File: config.mk
export PLATFORM = sky130hd
export DESIGN_NAME = capture_sequencer_flat
export DESIGN_NICKNAME = d
export VERILOG_FILES = /design/src/rtl/capture_sequencer_if.sv /design/src/rtl/capture_sequencer.sv /design/src/flat_wrapper.sv
export SDC_FILE = /design/constraint.sdc
export NUM_CORES = 1
export LEC_CHECK = 0
export BUFFER_PORTS_ARGS = -buffer_cell sky130_fd_sc_hd__buf_2
export CAP_MARGIN = 30
export CORE_UTILIZATION = 45
export DETAILED_ROUTE_END_ITERATION = 6
export HOLD_SLACK_MARGIN = 0.12
export PLACE_DENSITY = 0.72
export SYNTH_ARGS = -nofsm -noshare
export SYNTH_HDL_FRONTEND = slang
export SYNTH_SLANG_ARGS = --single-unit
File: constraint.sdc
create_clock -name clk -period 5.4 [get_ports clk]
set_input_delay 1.08 -clock clk [delete_from_list [all_inputs] [get_ports clk]]
set_output_delay 1.08 -clock clk [all_outputs]
set_load 0.03 [all_outputs]
File: src/rtl/capture_sequencer_if.sv
`default_nettype none
// ============================================================================
//  Module      : capture_sequencer_if
//  Description : Stream bundle around the capture sequencer. It carries the
//                sample input stream (s_*) from the source and the framed
//                output stream (m_*) toward the frame buffer.
//                  s_tdata/s_tvalid/s_tready : sample input stream
//                  m_tdata/m_tvalid/m_tready : framed output stream
//                  m_tlast                   : last beat of a frame
//                  m_tuser                   : one-cycle frame start marker
//                Modports:
//                  slave  : sequencer view (consumes s_*, produces m_*)
//                  master : environment view (source plus buffer)
//  Revision    : 1.0 - initial release
// ============================================================================
interface capture_sequencer_if #(
    parameter int DATA_W = 16
);
    logic [DATA_W-1:0] s_tdata;
    logic              s_tvalid;
    logic              s_tready;

    logic [DATA_W-1:0] m_tdata;
    logic              m_tvalid;
    logic              m_tready;
    logic              m_tlast;
    logic              m_tuser;

    modport slave (
        input  s_tdata, s_tvalid, m_tready,
        output s_tready, m_tdata, m_tvalid, m_tlast, m_tuser
    );

    modport master (
        output s_tdata, s_tvalid, m_tready,
        input  s_tready, m_tdata, m_tvalid, m_tlast, m_tuser
    );
endinterface
`default_nettype wire

File: src/rtl/capture_sequencer.sv
`default_nettype none
// ============================================================================
//  Module      : capture_sequencer
//  Description : Frame-capture controller between a sample source and a
//                frame buffer. Arms on request, optionally waits for a
//                level-crossing trigger, then frames exactly frame_len
//                samples (0 means 2^LEN_W). A frame opens with a one-cycle
//                m_tuser marker and closes with m_tlast. Single-shot and
//                continuous (re-arm after buffer release) modes.
//
//  Ports       : clk, reset_n (async, active-low), ce (clock enable)
//                axis         : stream bundle (capture_sequencer_if.slave)
//                arm          : start request, level-sampled in IDLE
//                abort        : terminate current operation
//                continuous   : re-arm after release (sampled at arm)
//                frame_len    : samples per frame (sampled at arm)
//                trig_level   : signed trigger threshold
//                trig_falling : 0 rising edge, 1 falling edge
//                buf_release  : reader has consumed the buffer (pulse).
//                               The natural name "release" is a reserved
//                               word in SystemVerilog.
//                busy         : any state other than IDLE
//                frame_done   : one-cycle pulse per completed frame
//                aborted      : one-cycle pulse per processed abort
//                frame_cnt    : completed frames, wraps at 16 bits
//
//  Config      : `define CAPTURE_SEQUENCER_TRIGGER_EN builds the level
//                crossing trigger. Without it ARMED lasts one cycle and
//                trig_level / trig_falling are unused.
//  Revision    : 1.0 - initial release
// ============================================================================
module capture_sequencer #(
    parameter int DATA_W = 16,
    parameter int LEN_W  = 10
) (
    input  wire logic              clk,
    input  wire logic              reset_n,
    input  wire logic              ce,
    capture_sequencer_if.slave     axis,
    input  wire logic              arm,
    input  wire logic              abort,
    input  wire logic              continuous,
    input  wire logic [LEN_W-1:0]  frame_len,
    input  wire logic [DATA_W-1:0] trig_level,
    input  wire logic              trig_falling,
    input  wire logic              buf_release,
    output logic                   busy,
    output logic                   frame_done,
    output logic                   aborted,
    output logic [15:0]            frame_cnt
);

    typedef enum logic [2:0] {
        S_IDLE     = 3'd0,
        S_ARMED    = 3'd1,
        S_START    = 3'd2,
        S_CAPTURE  = 3'd3,
        S_TERM     = 3'd4,
        S_WAIT_REL = 3'd5
    } state_t;

    state_t state;
    state_t state_next;

    // Frame length is held one bit wider so that frame_len == 0 can be
    // stored as 2^LEN_W.
    logic [LEN_W:0]    len_q;
    logic              cont_q;
    logic [LEN_W:0]    beat_cnt;
    logic              beat_last;

    logic              trig_hit;

    // Combinational stream outputs before they are driven onto the bundle
    logic              s_tready_c;
    logic [DATA_W-1:0] m_tdata_c;
    logic              m_tvalid_c;
    logic              m_tlast_c;
    logic              m_tuser_c;

    // Per-cycle event strobes from the next-state logic
    logic              beat_hs;
    logic              done_set;
    logic              abort_set;

    assign beat_last = (beat_cnt == (len_q - 1'b1));

    // ------------------------------------------------------------------
    // Trigger detection
    // ------------------------------------------------------------------
`ifdef CAPTURE_SEQUENCER_TRIGGER_EN
    logic signed [DATA_W-1:0] prev_sample;
    logic                     prev_valid;
    logic signed [DATA_W-1:0] cur_sample;
    logic signed [DATA_W-1:0] level;
    logic                     cross_rise;
    logic                     cross_fall;

    assign cur_sample = $signed(axis.s_tdata);
    assign level      = $signed(trig_level);
    assign cross_rise = (prev_sample < level) && (cur_sample >= level);
    assign cross_fall = (prev_sample > level) && (cur_sample <= level);

    // Only a sample accepted in ARMED with a valid predecessor can trigger;
    // s_tready is always 1 in ARMED, so s_tvalid alone marks acceptance.
    assign trig_hit = prev_valid && axis.s_tvalid &&
                      (trig_falling ? cross_fall : cross_rise);

    // The history is dropped whenever we are outside ARMED, so every entry
    // into ARMED starts with no previous sample.
    always_ff @(posedge clk or negedge reset_n) begin
        if (!reset_n) begin
            prev_sample <= '0;
            prev_valid  <= 1'b0;
        end else if (ce) begin
            if (state != S_ARMED) begin
                prev_valid <= 1'b0;
            end else if (axis.s_tvalid) begin
                prev_sample <= cur_sample;
                prev_valid  <= 1'b1;
            end
        end
    end
`else
    assign trig_hit = 1'b1;

    logic unused_trig;
    assign unused_trig = ^{trig_level, trig_falling};
`endif

    // ------------------------------------------------------------------
    // State register
    // ------------------------------------------------------------------
    always_ff @(posedge clk or negedge reset_n) begin
        if (!reset_n) begin
            state <= S_IDLE;
        end else if (ce) begin
            state <= state_next;
        end
    end

    // ------------------------------------------------------------------
    // Next-state and output decode
    // ------------------------------------------------------------------
    always_comb begin
        state_next = state;
        s_tready_c = 1'b1;
        m_tdata_c  = '0;
        m_tvalid_c = 1'b0;
        m_tlast_c  = 1'b0;
        m_tuser_c  = 1'b0;
        beat_hs    = 1'b0;
        done_set   = 1'b0;
        abort_set  = 1'b0;

        case (state)
            S_IDLE: begin
                if (arm) begin
                    state_next = S_ARMED;
                end
            end

            S_ARMED: begin
                if (abort) begin
                    state_next = S_IDLE;
                    abort_set  = 1'b1;
                end else if (trig_hit) begin
                    state_next = S_START;
                end
            end

            S_START: begin
                m_tuser_c  = 1'b1;
                s_tready_c = 1'b0;
                if (abort) begin
                    state_next = S_IDLE;
                    abort_set  = 1'b1;
                end else begin
                    state_next = S_CAPTURE;
                end
            end

            S_CAPTURE: begin
                // Zero-latency pass-through; the buffer shares ce, so both
                // ends of the stream hold together while ce is low.
                m_tdata_c  = axis.s_tdata;
                m_tvalid_c = axis.s_tvalid;
                s_tready_c = axis.m_tready;
                m_tlast_c  = beat_last;
                beat_hs    = axis.s_tvalid && axis.m_tready;
                // The final handshake wins over a simultaneous abort.
                if (beat_hs && beat_last) begin
                    done_set   = 1'b1;
                    state_next = cont_q ? S_WAIT_REL : S_IDLE;
                end else if (abort) begin
                    state_next = S_TERM;
                end
            end

            S_TERM: begin
                // Closing beat for a truncated frame: zero data with tlast.
                s_tready_c = 1'b0;
                m_tvalid_c = 1'b1;
                m_tlast_c  = 1'b1;
                if (axis.m_tready) begin
                    state_next = S_IDLE;
                    abort_set  = 1'b1;
                end
            end

            S_WAIT_REL: begin
                if (abort) begin
                    state_next = S_IDLE;
                    abort_set  = 1'b1;
                end else if (buf_release) begin
                    state_next = S_ARMED;
                end
            end

            default: begin
                state_next = S_IDLE;
            end
        endcase
    end

    // ------------------------------------------------------------------
    // Configuration latch, beat counter, frame counter and pulses
    // ------------------------------------------------------------------
    always_ff @(posedge clk or negedge reset_n) begin
        if (!reset_n) begin
            len_q      <= '0;
            cont_q     <= 1'b0;
            beat_cnt   <= '0;
            frame_cnt  <= '0;
            frame_done <= 1'b0;
            aborted    <= 1'b0;
        end else if (ce) begin
            frame_done <= done_set;
            aborted    <= abort_set;

            if ((state == S_IDLE) && arm) begin
                len_q  <= {(frame_len == '0), frame_len};
                cont_q <= continuous;
            end

            if (state == S_START) begin
                beat_cnt <= '0;
            end else if (beat_hs) begin
                beat_cnt <= beat_cnt + 1'b1;
            end

            if (done_set) begin
                frame_cnt <= frame_cnt + 16'd1;
            end
        end
    end

    assign busy = (state != S_IDLE);

    assign axis.s_tready = s_tready_c;
    assign axis.m_tdata  = m_tdata_c;
    assign axis.m_tvalid = m_tvalid_c;
    assign axis.m_tlast  = m_tlast_c;
    assign axis.m_tuser  = m_tuser_c;

endmodule
`default_nettype wire

File: src/flat_wrapper.sv
// flat-port wrapper written by rule: the top's interface ports become plain ports
module capture_sequencer_flat 
#(
    parameter int DATA_W = 16,
    parameter int LEN_W  = 10
)
  (clk, reset_n, ce, arm, abort, continuous, frame_len, trig_level, trig_falling, buf_release, busy, frame_done, aborted, frame_cnt, axis_s_tdata, axis_s_tvalid, axis_m_tready, axis_s_tready, axis_m_tdata, axis_m_tvalid, axis_m_tlast, axis_m_tuser);
  capture_sequencer_if #(.DATA_W(DATA_W)) axis_i ();
  input  wire logic clk;
  input  wire logic reset_n;
  input  wire logic ce;
  input  wire logic arm;
  input  wire logic abort;
  input  wire logic continuous;
  input  wire logic [LEN_W-1:0] frame_len;
  input  wire logic [DATA_W-1:0] trig_level;
  input  wire logic trig_falling;
  input  wire logic buf_release;
  output logic busy;
  output logic frame_done;
  output logic aborted;
  output logic [15:0] frame_cnt;
  input wire logic [$bits(axis_i.s_tdata)-1:0] axis_s_tdata;
  input wire logic [$bits(axis_i.s_tvalid)-1:0] axis_s_tvalid;
  input wire logic [$bits(axis_i.m_tready)-1:0] axis_m_tready;
  output wire logic [$bits(axis_i.s_tready)-1:0] axis_s_tready;
  output wire logic [$bits(axis_i.m_tdata)-1:0] axis_m_tdata;
  output wire logic [$bits(axis_i.m_tvalid)-1:0] axis_m_tvalid;
  output wire logic [$bits(axis_i.m_tlast)-1:0] axis_m_tlast;
  output wire logic [$bits(axis_i.m_tuser)-1:0] axis_m_tuser;
  assign axis_i.s_tdata = axis_s_tdata;
  assign axis_i.s_tvalid = axis_s_tvalid;
  assign axis_i.m_tready = axis_m_tready;
  assign axis_s_tready = axis_i.s_tready;
  assign axis_m_tdata = axis_i.m_tdata;
  assign axis_m_tvalid = axis_i.m_tvalid;
  assign axis_m_tlast = axis_i.m_tlast;
  assign axis_m_tuser = axis_i.m_tuser;
  capture_sequencer #(.DATA_W(DATA_W), .LEN_W(LEN_W)) u_core (.clk(clk), .reset_n(reset_n), .ce(ce), .axis(axis_i), .arm(arm), .abort(abort), .continuous(continuous), .frame_len(frame_len), .trig_level(trig_level), .trig_falling(trig_falling), .buf_release(buf_release), .busy(busy), .frame_done(frame_done), .aborted(aborted), .frame_cnt(frame_cnt));
endmodule
# Yosys cells after proc, flatten, opt, wreduce, memory -nomap -nowiden
# Cells that the tools add are included.
# totals
inputBits	52
output_inout_bits	39
reg_bits	44
# op_classes
eq_ne	10
muxes	23
n_addsub	3
n_reduce_logical	13
# op_table
op	count
$mux 11	2
$mux 3	7
$pmux 3 s6	1
$add 16x1->16 const B	1
$mux 16	1
$add 11x1->11 const B	1
$eq 11x11->1	1
$sub 11x1->11 const B	1
$logic_not 10->1	1
$pmux 1 s2	4
$eq 3x2->1 const B	2
$eq 3x3->1 const B	2
$mux 1	6
$reduce_and 2->1	3
$reduce_and 5->1	1
$mux 2	2
$ne 2x2->1 const B	2
$eq 3x1->1 const B	1
$logic_and 1x1->1	3
$logic_not 3->1	1
$ne 3x2->1 const B	1
$ne 3x3->1 const B	1
$reduce_bool 3->1	1
$reduce_or 3->1	1
2 further kinds	2

# Depth between registers and ports, before layout
# logic_depth
ltp_word	6
mapped_depth	10
depth_no_buf	9

# Worst setup path after synthesis
# Ideal clock, no wire load.
# synth_timing
path_type	reg-to-output
startpoint	register u_core.len_q[0]
endpoint	output axis_m_tlast
path_stages_with_launch	10
path_buffers	0
t_required_ns	4.320
slack_ns	1.908
arrival_time_ns	2.412
path_cell_list	dfrtp_1 > inv_1 > ha_1 > or4b_4 > or3b_1 > o22ai_2 > a22oi_2 > nor3_1 > nand2_1 > o21ai_0
# synth_between
elab_chain_cells	3
# synth_rtl
item	line_no	rtl
from (decl)	capture_sequencer.sv:67	logic [LEN_W:0] len_q;
from (signal assigned)	capture_sequencer.sv:242	len_q <= {(frame_len == '0), frame_len};
$sub 11x1->11	capture_sequencer.sv:86	assign beat_last = (beat_cnt == (len_q - 1'b1));
$eq 11x11->1	capture_sequencer.sv:86	
$pmux 1 s2	capture_sequencer.sv:156	case (state)
to (decl)	flat_wrapper.sv:29	output wire logic [$bits(axis_i.m_tlast)-1:0] axis_m_tlast;
# No other way between the ends.

# Worst setup path after layout
# Same ends and word-level chain as after synthesis.

==> reports/results.tsv <==
stage	metric	value	unit
outcome	status	complete, no violations	
die	initial core utilization	0.467	
clock_tree	Post-CTS Setup Inserts	0	
clock_tree	H-tree levels	2	
critical_path	Worst setup SP type	register	
critical_path	kind of critical path	reg -> out	
yosys	most numerous cell in the Yosys netlist	dfrtp_1	
final_layout	area taken by multi-input logic gates	1410	µm²
final_layout	Synth-to-Final Area Change	21.9	%
die	Die H	77.6	µm
final_layout	fin util	0.570	
route	DR vias/cell	5.39	
pwr	VDD IR max	0.000176	V
timing	Tmin final	4.03	ns
final_layout	# fillers	519	
clock_tree	# resized after CTS	0	
place	post-detail-place hpwl	4.26	mm
critical_path	Critical Path Source	u_core.len_q[0]	
final_layout	# diodes	0	
critical_path	critical path data arrival time	2.95	ns
yosys	sequential area share after synthesis	0.428	
yosys	Mapped Cells	265	
timing	setup_tns	0	ns
timing	clock skew	0.00797	ns
route	max layer used	met4	
die	die area	6030	µm²
die	core area	5510	µm²
global_routing	first-pass GRT wire length	9.63	mm
critical_path	worst flop-to-flop path startpoint	u_core.len_q[0]	
clock_tree	CTS tree	yes	
yosys	top cell type's share of synthesized area	0.428	
die	Site Rows	27	
clock_tree	hold_buf cts	0	
critical_path	cells along the critical path	inv_1 -> ha_1 -> or4b_4 -> or3b_1 -> o22ai_2 -> a22oi_2 -> nor3_1 -> nand2_1 -> o21ai_0 -> buf_2	
final_layout	# nets final	393	
clock_tree	Worst-path clk slew	0.09	ns
critical_path	crit path max fanout	7	
timing	worst-margin pin slew	1.02	ns
global_routing	largest net degree at the start of global routing	25	
place	number of port buffers	73	
yosys	Most used DFF post-synth	dfrtp_1	
yosys	Mapped Nets	320	
global_routing	GRT overflow	0	
clock_tree	root buf cell	clkbuf_8	
final_layout	layout cells sized above 1	0.304	
yosys	dominant cell type by area after synthesis	dfrtp_1	
worst_hold_path	HP Start	u_core.frame_cnt[15]	
global_routing	All-Layer GR Usage	0.201	
yosys	Avg Inst Size Synth	9.71	µm²
critical_path	crit-path leading delay family	simple AND/OR/NAND/NOR gates	
yosys	largest cells by area after synthesis	dfrtp_1, xnor2_1, mux2_2, xor2_1, and2_1	
critical_path	crit end category	output pin	
route	# DRC	0	
route	Routed Antenna Nets	0	
pwr	Leakage	0.00154	µW
timing	Final period util	0.745	
run	Max Cap Viol	0	
timing	fmax	248	MHz
die	IO Pins	91	
route	Vias	2216	
pwr	PD cells	393	nW/µm²
clock_tree	clock buffers created by TritonCTS	5	
route	metal3 WL	229	µm
yosys	Post-Syn Area	2570	µm²
yosys	Distinct cells, synth	44	
yosys	FF+latch count, synth	44	
route	WL met1	2.65	mm
critical_path	Critical Path RT	4.32	ns
yosys	top cells by instance count after synthesis	dfrtp_1, xnor2_1, nor2_1	
route	1st-iter DRT viols	101	
global_routing	antenna violations before repair	0	
final_layout	Storage cell area	1100	µm²
yosys	ys async rst share	1.00	
route	wire length on met2	2.82	mm
critical_path	Critical Path Max Stage Delay	0.53	ns
route	WL per Instance	14.0	µm
clock_tree	# clock sinks	44	
critical_path	slowest CP cell	or4b_4	
clock_tree	Clock Path Buffers	2	
route	Initial DRT Pass Iterations	4	
yosys	Post-synth EDFFs	0	
clock_tree	Worst-Skew Late Latency	0.30	ns
timing	Rel. slew slack	0.321	
timing	final setup violation count	0	
critical_path	CP bufs+invs	2	
die	DIE WIDTH	77.6	µm
worst_hold_path	hold crit path type	reg -> reg	
place	routability cong.	0.883	
yosys	Synth Warn #	0	
global_routing	vias in the first global route	2086	
route	Final Routed Wirelength	5.74	mm
timing	RSZ-0062 raised after global routing	no	
timing	final hold viol count	0	
timing	fin. max-slew vios	0	
==> layer usage <==
layer  up-vias  GRT usage
li1       1086          -
met4         0     0.0660
met1      1070      0.267
met5         -          0
met2        56      0.332
met3         4     0.0353
==> final timing paths <==
check,to,slack [ns],cells after the start
max,axis_m_tlast,1.37,10
min,u_core.frame_cnt[15],0.47,1
max reg2reg,u_core.frame_cnt[12],2.06,9
min reg2reg,u_core.frame_cnt[15],0.47,1
max in group asynchronous,u_core.beat_cnt[2],4.16,2
min in group asynchronous,u_core.len_q[8],0.73,1
==> stage by stage <==
| stage | area [µm²] | std cells | setup WS, ns | hold slack [ns] | power (µW) |
|---|---|---|---|---|---|
| final | 3140 | 411 | 1.37 | 0.474 | 1230 |
| after global routing | 3140 | 411 | 1.24 | 0.510 | 1310 |
| after CTS | 3130 | 410 | 1.37 | 0.477 | 1240 |
| after detailed placement | 3010 | 402 | 1.75 | 0.464 | 968 |
| after global placement | 2980 | 400 | 1.77 | 0.458 | 953 |
| after floorplan | 2570 | 265 | 1.91 | 0.490 | 843 |
==> registers in the layout, indices dropped and copies added (netlist names) <==
| signal | count |
|---|---|
| u_core.aborted | 1 |
| u_core.beat_cnt | 11 |
| u_core.cont_q | 1 |
| u_core.frame_cnt | 16 |
| u_core.frame_done | 1 |
| u_core.len_q | 11 |
| u_core.state | 3 |
==> logic make-up (layout without fill, tap and decap cells) <==
kind of cell | Yosys count | after routing | share of synthesized area
XOR/XNOR | 36 | 36 | 0.123
multiplexers | 12 | 12 | 0.0520
AO/OA/AOI/OAI | 39 | 39 | 0.105
buffers and inverters | 16 | 90 | 0.0262
adder cells (fa/ha/maj) | 3 | 3 | 0.0146
AND/OR/NAND/NOR | 115 | 115 | 0.252
flip-flops | 44 | 44 | 0.428
==> report_power, final <==
| part | switching, µW | leakage [µW] | internal (µW) |
|---|---|---|---|
| clock network | 118 | 0.0000614 | 151 |
| logic | 282 | 0.000890 | 204 |
| registers | 91.0 | 0.000586 | 388 |
| total | 491 | 0.00154 | 743 |
==> cell usage in the layout (no fill, tap or decap), drive strengths merged, types with 2 or more instances in the layout <==
cell type	count
buf	76
dfrtp	44
xnor2	23
nor2	21
and2	17
nand2	17
nand4	14
xor2	13
o21ai	13
mux2	11
and3	10
a21oi	9
or3	7
nor3	7
inv	6
clkbuf	6
nor4	6
nand2b	5
nand3	4
a31oi	3
ha	3
o41ai	3
and4	2
or2	2
o22ai	2
==> cell type report <==
type	instances	area share
clock buffer	6	0.0263
multi-input combinational	205	0.448
sequential	44	0.351
inverter	6	0.00718
tap	72	0.0287
timing repair buffer	76	0.127
clock inverter	2	0.0124
Power figures use the tool's default switching activity.
